===== config.mk =====
export PLATFORM = sky130hd
export DESIGN_NAME = load_store_mc
export DESIGN_NICKNAME = d
export VERILOG_FILES = /design/src/rtl/load_store_mc.sv
export SDC_FILE = /design/constraint.sdc
export NUM_CORES = 1
export LEC_CHECK = 0
export CELL_PAD_IN_SITES_DETAIL_PLACEMENT = 2
export CELL_PAD_IN_SITES_GLOBAL_PLACEMENT = 2
export CORE_MARGIN = 2
export CORE_UTILIZATION = 33
export DETAILED_ROUTE_END_ITERATION = 12
export GPL_TIMING_DRIVEN = 0
export PLACE_DENSITY_LB_ADDON = 0.1
export SYNTH_ARGS = -nofsm -noshare
export SYNTH_HDL_FRONTEND = slang
export SYNTH_SLANG_ARGS = --single-unit

===== constraint.sdc =====
create_clock -name clk -period 3.4 [get_ports clk]
set_input_delay 0.68 -clock clk [delete_from_list [all_inputs] [get_ports clk]]
set_output_delay 0.68 -clock clk [all_outputs]
set_load 0.005 [all_outputs]

===== src/rtl/load_store_mc.sv =====
// Multi-channel fill/drain level controller with per-channel enable,
// saturating step, programmable end dwell and registered full/empty flags.
module load_store_mc #(
    parameter int NCH   = 4,
    parameter int CBITS = 15,
    parameter int LIMIT = 17500,
    parameter int STEP  = 1,
    parameter int HOLD  = 0
) (
    input  logic                 clk,
    input  logic                 rst,
    input  logic [NCH-1:0]       en,
    output logic [NCH-1:0]       sig,
    output logic [NCH-1:0]       empty,
    output logic [NCH-1:0]       mode,
    output logic [NCH*CBITS-1:0] level
);

    typedef enum logic [1:0] {
        FILL    = 2'd0,
        HOLD_HI = 2'd1,
        DRAIN   = 2'd2,
        HOLD_LO = 2'd3
    } state_t;

    localparam logic [CBITS:0]   LIM_W  = (CBITS+1)'(LIMIT);
    localparam logic [CBITS:0]   STEP_W = (CBITS+1)'(STEP);
    localparam logic [CBITS-1:0] LIM_N  = CBITS'(LIMIT);
    localparam logic [CBITS-1:0] STEP_N = CBITS'(STEP);
    localparam logic [7:0]       HOLD_N = 8'(HOLD);
    localparam bit               DWELL  = (HOLD > 0);

    for (genvar i = 0; i < NCH; i++) begin : g_ch
        state_t           st_q, st_d;
        logic [CBITS-1:0] lev_q, lev_d;
        logic [7:0]       cnt_q, cnt_d;
        logic [CBITS:0]   up;
        logic             sig_q, emp_q;

        // Sum is one bit wider than the level so the clamp never sees a wrap
        assign up = {1'b0, lev_q} + STEP_W;

        always_comb begin
            st_d  = st_q;
            lev_d = lev_q;
            cnt_d = cnt_q;
            if (en[i]) begin
                case (st_q)
                    FILL: begin
                        if (up >= LIM_W) begin
                            lev_d = LIM_N;
                            if (DWELL) begin
                                st_d  = HOLD_HI;
                                cnt_d = HOLD_N;
                            end else begin
                                st_d  = DRAIN;
                            end
                        end else begin
                            lev_d = up[CBITS-1:0];
                        end
                    end
                    HOLD_HI: begin
                        cnt_d = cnt_q - 8'd1;
                        if (cnt_q <= 8'd1) begin
                            cnt_d = 8'd0;
                            st_d  = DRAIN;
                        end
                    end
                    DRAIN: begin
                        if (lev_q > STEP_N) begin
                            lev_d = lev_q - STEP_N;
                        end else begin
                            lev_d = '0;
                            if (DWELL) begin
                                st_d  = HOLD_LO;
                                cnt_d = HOLD_N;
                            end else begin
                                st_d  = FILL;
                            end
                        end
                    end
                    HOLD_LO: begin
                        cnt_d = cnt_q - 8'd1;
                        if (cnt_q <= 8'd1) begin
                            cnt_d = 8'd0;
                            st_d  = FILL;
                        end
                    end
                    default: begin
                        st_d  = FILL;
                        cnt_d = 8'd0;
                    end
                endcase
            end
        end

        always_ff @(posedge clk) begin
            if (rst) begin
                st_q  <= FILL;
                lev_q <= '0;
                cnt_q <= 8'd0;
                sig_q <= 1'b0;
                emp_q <= 1'b1;
            end else begin
                st_q  <= st_d;
                lev_q <= lev_d;
                cnt_q <= cnt_d;
                sig_q <= (lev_d == LIM_N);
                emp_q <= (lev_d == '0);
            end
        end

        assign sig[i]                  = sig_q;
        assign empty[i]                = emp_q;
        assign mode[i]                 = (st_q == FILL);
        assign level[i*CBITS +: CBITS] = lev_q;
    end

endmodule

==> impl_metrics.csv <==
group,metric,value,unit
routing,first_pass_iters,5,
die,dieArea,22300,um2
setup_path,max_stage_delay,0.69,ns
setup_path,worstPathArrival,3.64,ns
job,maxCapViolations,0,
grt,grt_pass1_vias,8702,
die,die_w,149,um
logic_synthesis,synthXorXnorAreaFrac,2.51,%
routing,drtAntennaViolNets,0,
routing,routed_wl,31800,um
place,dp_hpwl,23200,um
hold_path,hp-class,"reg -> reg",
timing,slew_viol_final,0,
cts,clock_latency,0.35,ns
die,floorplan.initialDensity,33.4,%
logic_synthesis,syn-mean-instance-area,6.90,um2
grt,antenna_found_initial,0,
place,place_ws,-0.744,ns
cts,cts.sinks,72,
logic_synthesis,ys_seq_elements,72,
cells_and_area,diodes,0,
timing,max_clock_freq,0.295,GHz
cells_and_area,area_growth,26.2,%
timing,fin_worst_skew,0.0117,ns
place,gp_congestion,0.902,
logic_synthesis,yosysWarnings,0,
setup_path,crit_slowest_cell,"clkdlybuf4s50_1",
cts,ctsHtreeMaxLevel,3,
die,ios,78,
cts,cts-root-buf,"clkbuf_16",
die,coreArea,20900,um2
cells_and_area,final_common_cell,"nor2_1",
logic_synthesis,synth_top_family_by_area,"simple AND/OR/NAND/NOR gates",
die,fp-row-count,53,
setup_path,critical_path.endpoint_type,"register",
setup_path,crit_type,"in -> reg",
power,p_leak,3.10,nW
grt,busiest_layer,"met2",
grt,use_met2,47.1,%
grt,overflow,0,
setup_path,required,3.65,ns
logic_synthesis,synthAdderAreaFrac,2.15,%
routing,wl_per_cell,23.0,um
timing,fin_hold_ws,0.560,ns
logic_synthesis,synth_fp_nets,1030,
power,irDropWorstVdd,0.000253,V
cells_and_area,drive_above_1_share,13.4,%
die,die_y,149,um
logic_synthesis,ys_types,88,
logic_synthesis,synthCells,1012,
timing,hold_violations,0,
routing,dr_total_vias,8607,
place,io_buffer_count,75,
setup_path,worstSetupStartpointType,"primary input",
logic_synthesis,synth_compound_area_share,31.8,%
grt,track_usage,28.3,%
timing,finalCritPeriodShare,99.6,%
grt,grt_max_degree,12,
cells_and_area,final_area,8820,um2
run_status,outcome,"finished, final reports clean",
cts,cts_tree,"yes",
logic_synthesis,synthSimpleGateAreaFrac,33.2,%
cts,clk_pin_slew,0.06,ns
timing,tightest_slew,0.890,ns
logic_synthesis,synthArstFlopShare,0,%
logic_synthesis,synth_area_leaders,"dfxtp_1, nor2_1, a21oi_1, o21ai_0, nand2_1",
routing,via_per_inst,6.24,
timing,slew_headroom,40.7,%
routing,drt_iter0_drc,538,
grt,use_met1,38.5,%
timing,rsz0062_at_grt,"true",
logic_synthesis,yosys_most_used_dff,"dfxtp_1",
routing,drc,0,
grt,met3_usage,3.35,%
cts,cts_made_buffers,9,
timing,fin_crit,3.39,ns
logic_synthesis,syn_area,6990,um2
logic_synthesis,synth_largest_area_cell,"dfxtp_1",
setup_path,critPathMaxFanout,10,
power,finalPower,2.24,mW
cells_and_area,final_cell_mix,"nor2_1, nand2_1, clkdlybuf4s50_1",
cells_and_area,fin_nets,1120,
cells_and_area,finalCoreUtilization,42.2,%
cts,clk_path_buf_depth,2,
logic_synthesis,synth.area.mux_share,1.97,%
grt,grt_pass1_wl,50000,um
setup_path,path_cells,"clkdlybuf4s50_1, clkbuf_1, o21ai_0, a22o_1, a2111oi_2, o2111ai_1, or4_1, nor2_1",
logic_synthesis,netlist.area_leader.share,20.6,%
place,placed_cell_area,8080,um2
timing,setup_viol,0,
logic_synthesis,ys_seq_area_share,20.6,%
power,p_per_area,254,nW/um2
timing,finalWorstSetupSlack,0.0122,ns
logic_synthesis,synth_edf_count,0,
path summary, 6_finish.rpt:
kind,from,end,slack [ns],cells after the start
hold / removal,g_ch[0].lev_q[0]$_SDFF_PP0_,g_ch[0].lev_q[0]$_SDFF_PP0_,0.56,2
hold reg to reg,g_ch[0].lev_q[0]$_SDFF_PP0_,g_ch[0].lev_q[0]$_SDFF_PP0_,0.56,2
setup / recovery,en[0],g_ch[0].sig_q$_SDFF_PP0_,0.01,8
setup reg to reg,g_ch[1].lev_q[9]$_SDFF_PP0_,g_ch[1].sig_q$_SDFF_PP0_,0.04,12
final cells by class:
| class | count | area (um2) |
|---|---|---|
| Sequential cell | 72 | 1460 |
| Multi-Input combinational cell | 814 | 5340 |
| Buffer | 90 | 468 |
| Inverter | 29 | 109 |
| Clock inverter | 4 | 22.5 |
| Timing Repair Buffer | 86 | 833 |
| Clock buffer | 10 | 239 |
| Tap cell | 275 | 344 |
| Fill cell | 2479 | 12100 |
worst max-delay path, delay by kind of cell:
kind	cells	cell delay, ns
buffers and inverters	2	1.17
AO/OA/AOI/OAI	4	1.06
AND/OR/NAND/NOR	2	0.72
cell families after synthesis:
| group | Yosys count |
|---|---|
| compound gates | 327 |
| flops | 72 |
| xor+xnor | 20 |
| mux | 13 |
| buf+inv | 126 |
| fa+ha+maj | 12 |
| simple gates | 442 |
report_power, final:
| group | internal (mW) | switching (mW) | total (mW) |
|---|---|---|---|
| logic | 0.158 | 0.288 | 0.446 |
| registers | 0.859 | 0.0202 | 0.880 |
| clock network | 0.503 | 0.408 | 0.911 |
| total | 1.52 | 0.716 | 2.24 |
metal layers:
| metal | share of wire [%] | vias to the layer above |
|---|---|---|
| li1 | - | 3991 |
| met1 | 46 | 4322 |
| met2 | 48 | 241 |
| met3 | 3.9 | 53 |
| met4 | 2.4 | 0 |
| met5 | 0 | - |
synthesized netlist by cell type, types with 8 or more instances:
master	count
o21ai_1	9
o21ai_0	61
buf_2	12
inv_1	29
o211ai_1	11
a21oi_1	74
nor3_1	45
nand4_1	19
and2_1	10
dfxtp_1	72
o22ai_1	10
and3_1	28
o31ai_1	11
nor2b_1	15
clkbuf_1	71
a31oi_1	26
a211oi_1	8
a22oi_1	9
and4_1	15
nand3_1	37
xnor2_1	16
nor4_1	20
a311oi_1	8
nor2_1	120
nand2_1	80
a21o_1	11
ha_1	12
buf_4	11
registers in the layout (all words and copies together) (netlist names):
register    flops
g_ch.lev_q     60
g_ch.st_q       4
g_ch.emp_q      4
g_ch.sig_q      4
per-stage QoR:
step	TNS (ns)	cells
6_report	0	1380
4_1_cts	-0.00469	1373
3_3_place_gp	-8.99	1362
3_5_place_dp	-9.27	1362
5_1_grt	-0.295	1380
2_1_floorplan	0	1012
repair_timing:
item	in CTS	in global routing
gates cloned	0	0
setup buffers	3	8
resized for setup	47	72
hold buffers	0	0
endpoints found under the setup margin	40	12
pin swaps	4	5
No activity file was read; power rests on OpenSTA's default activity.
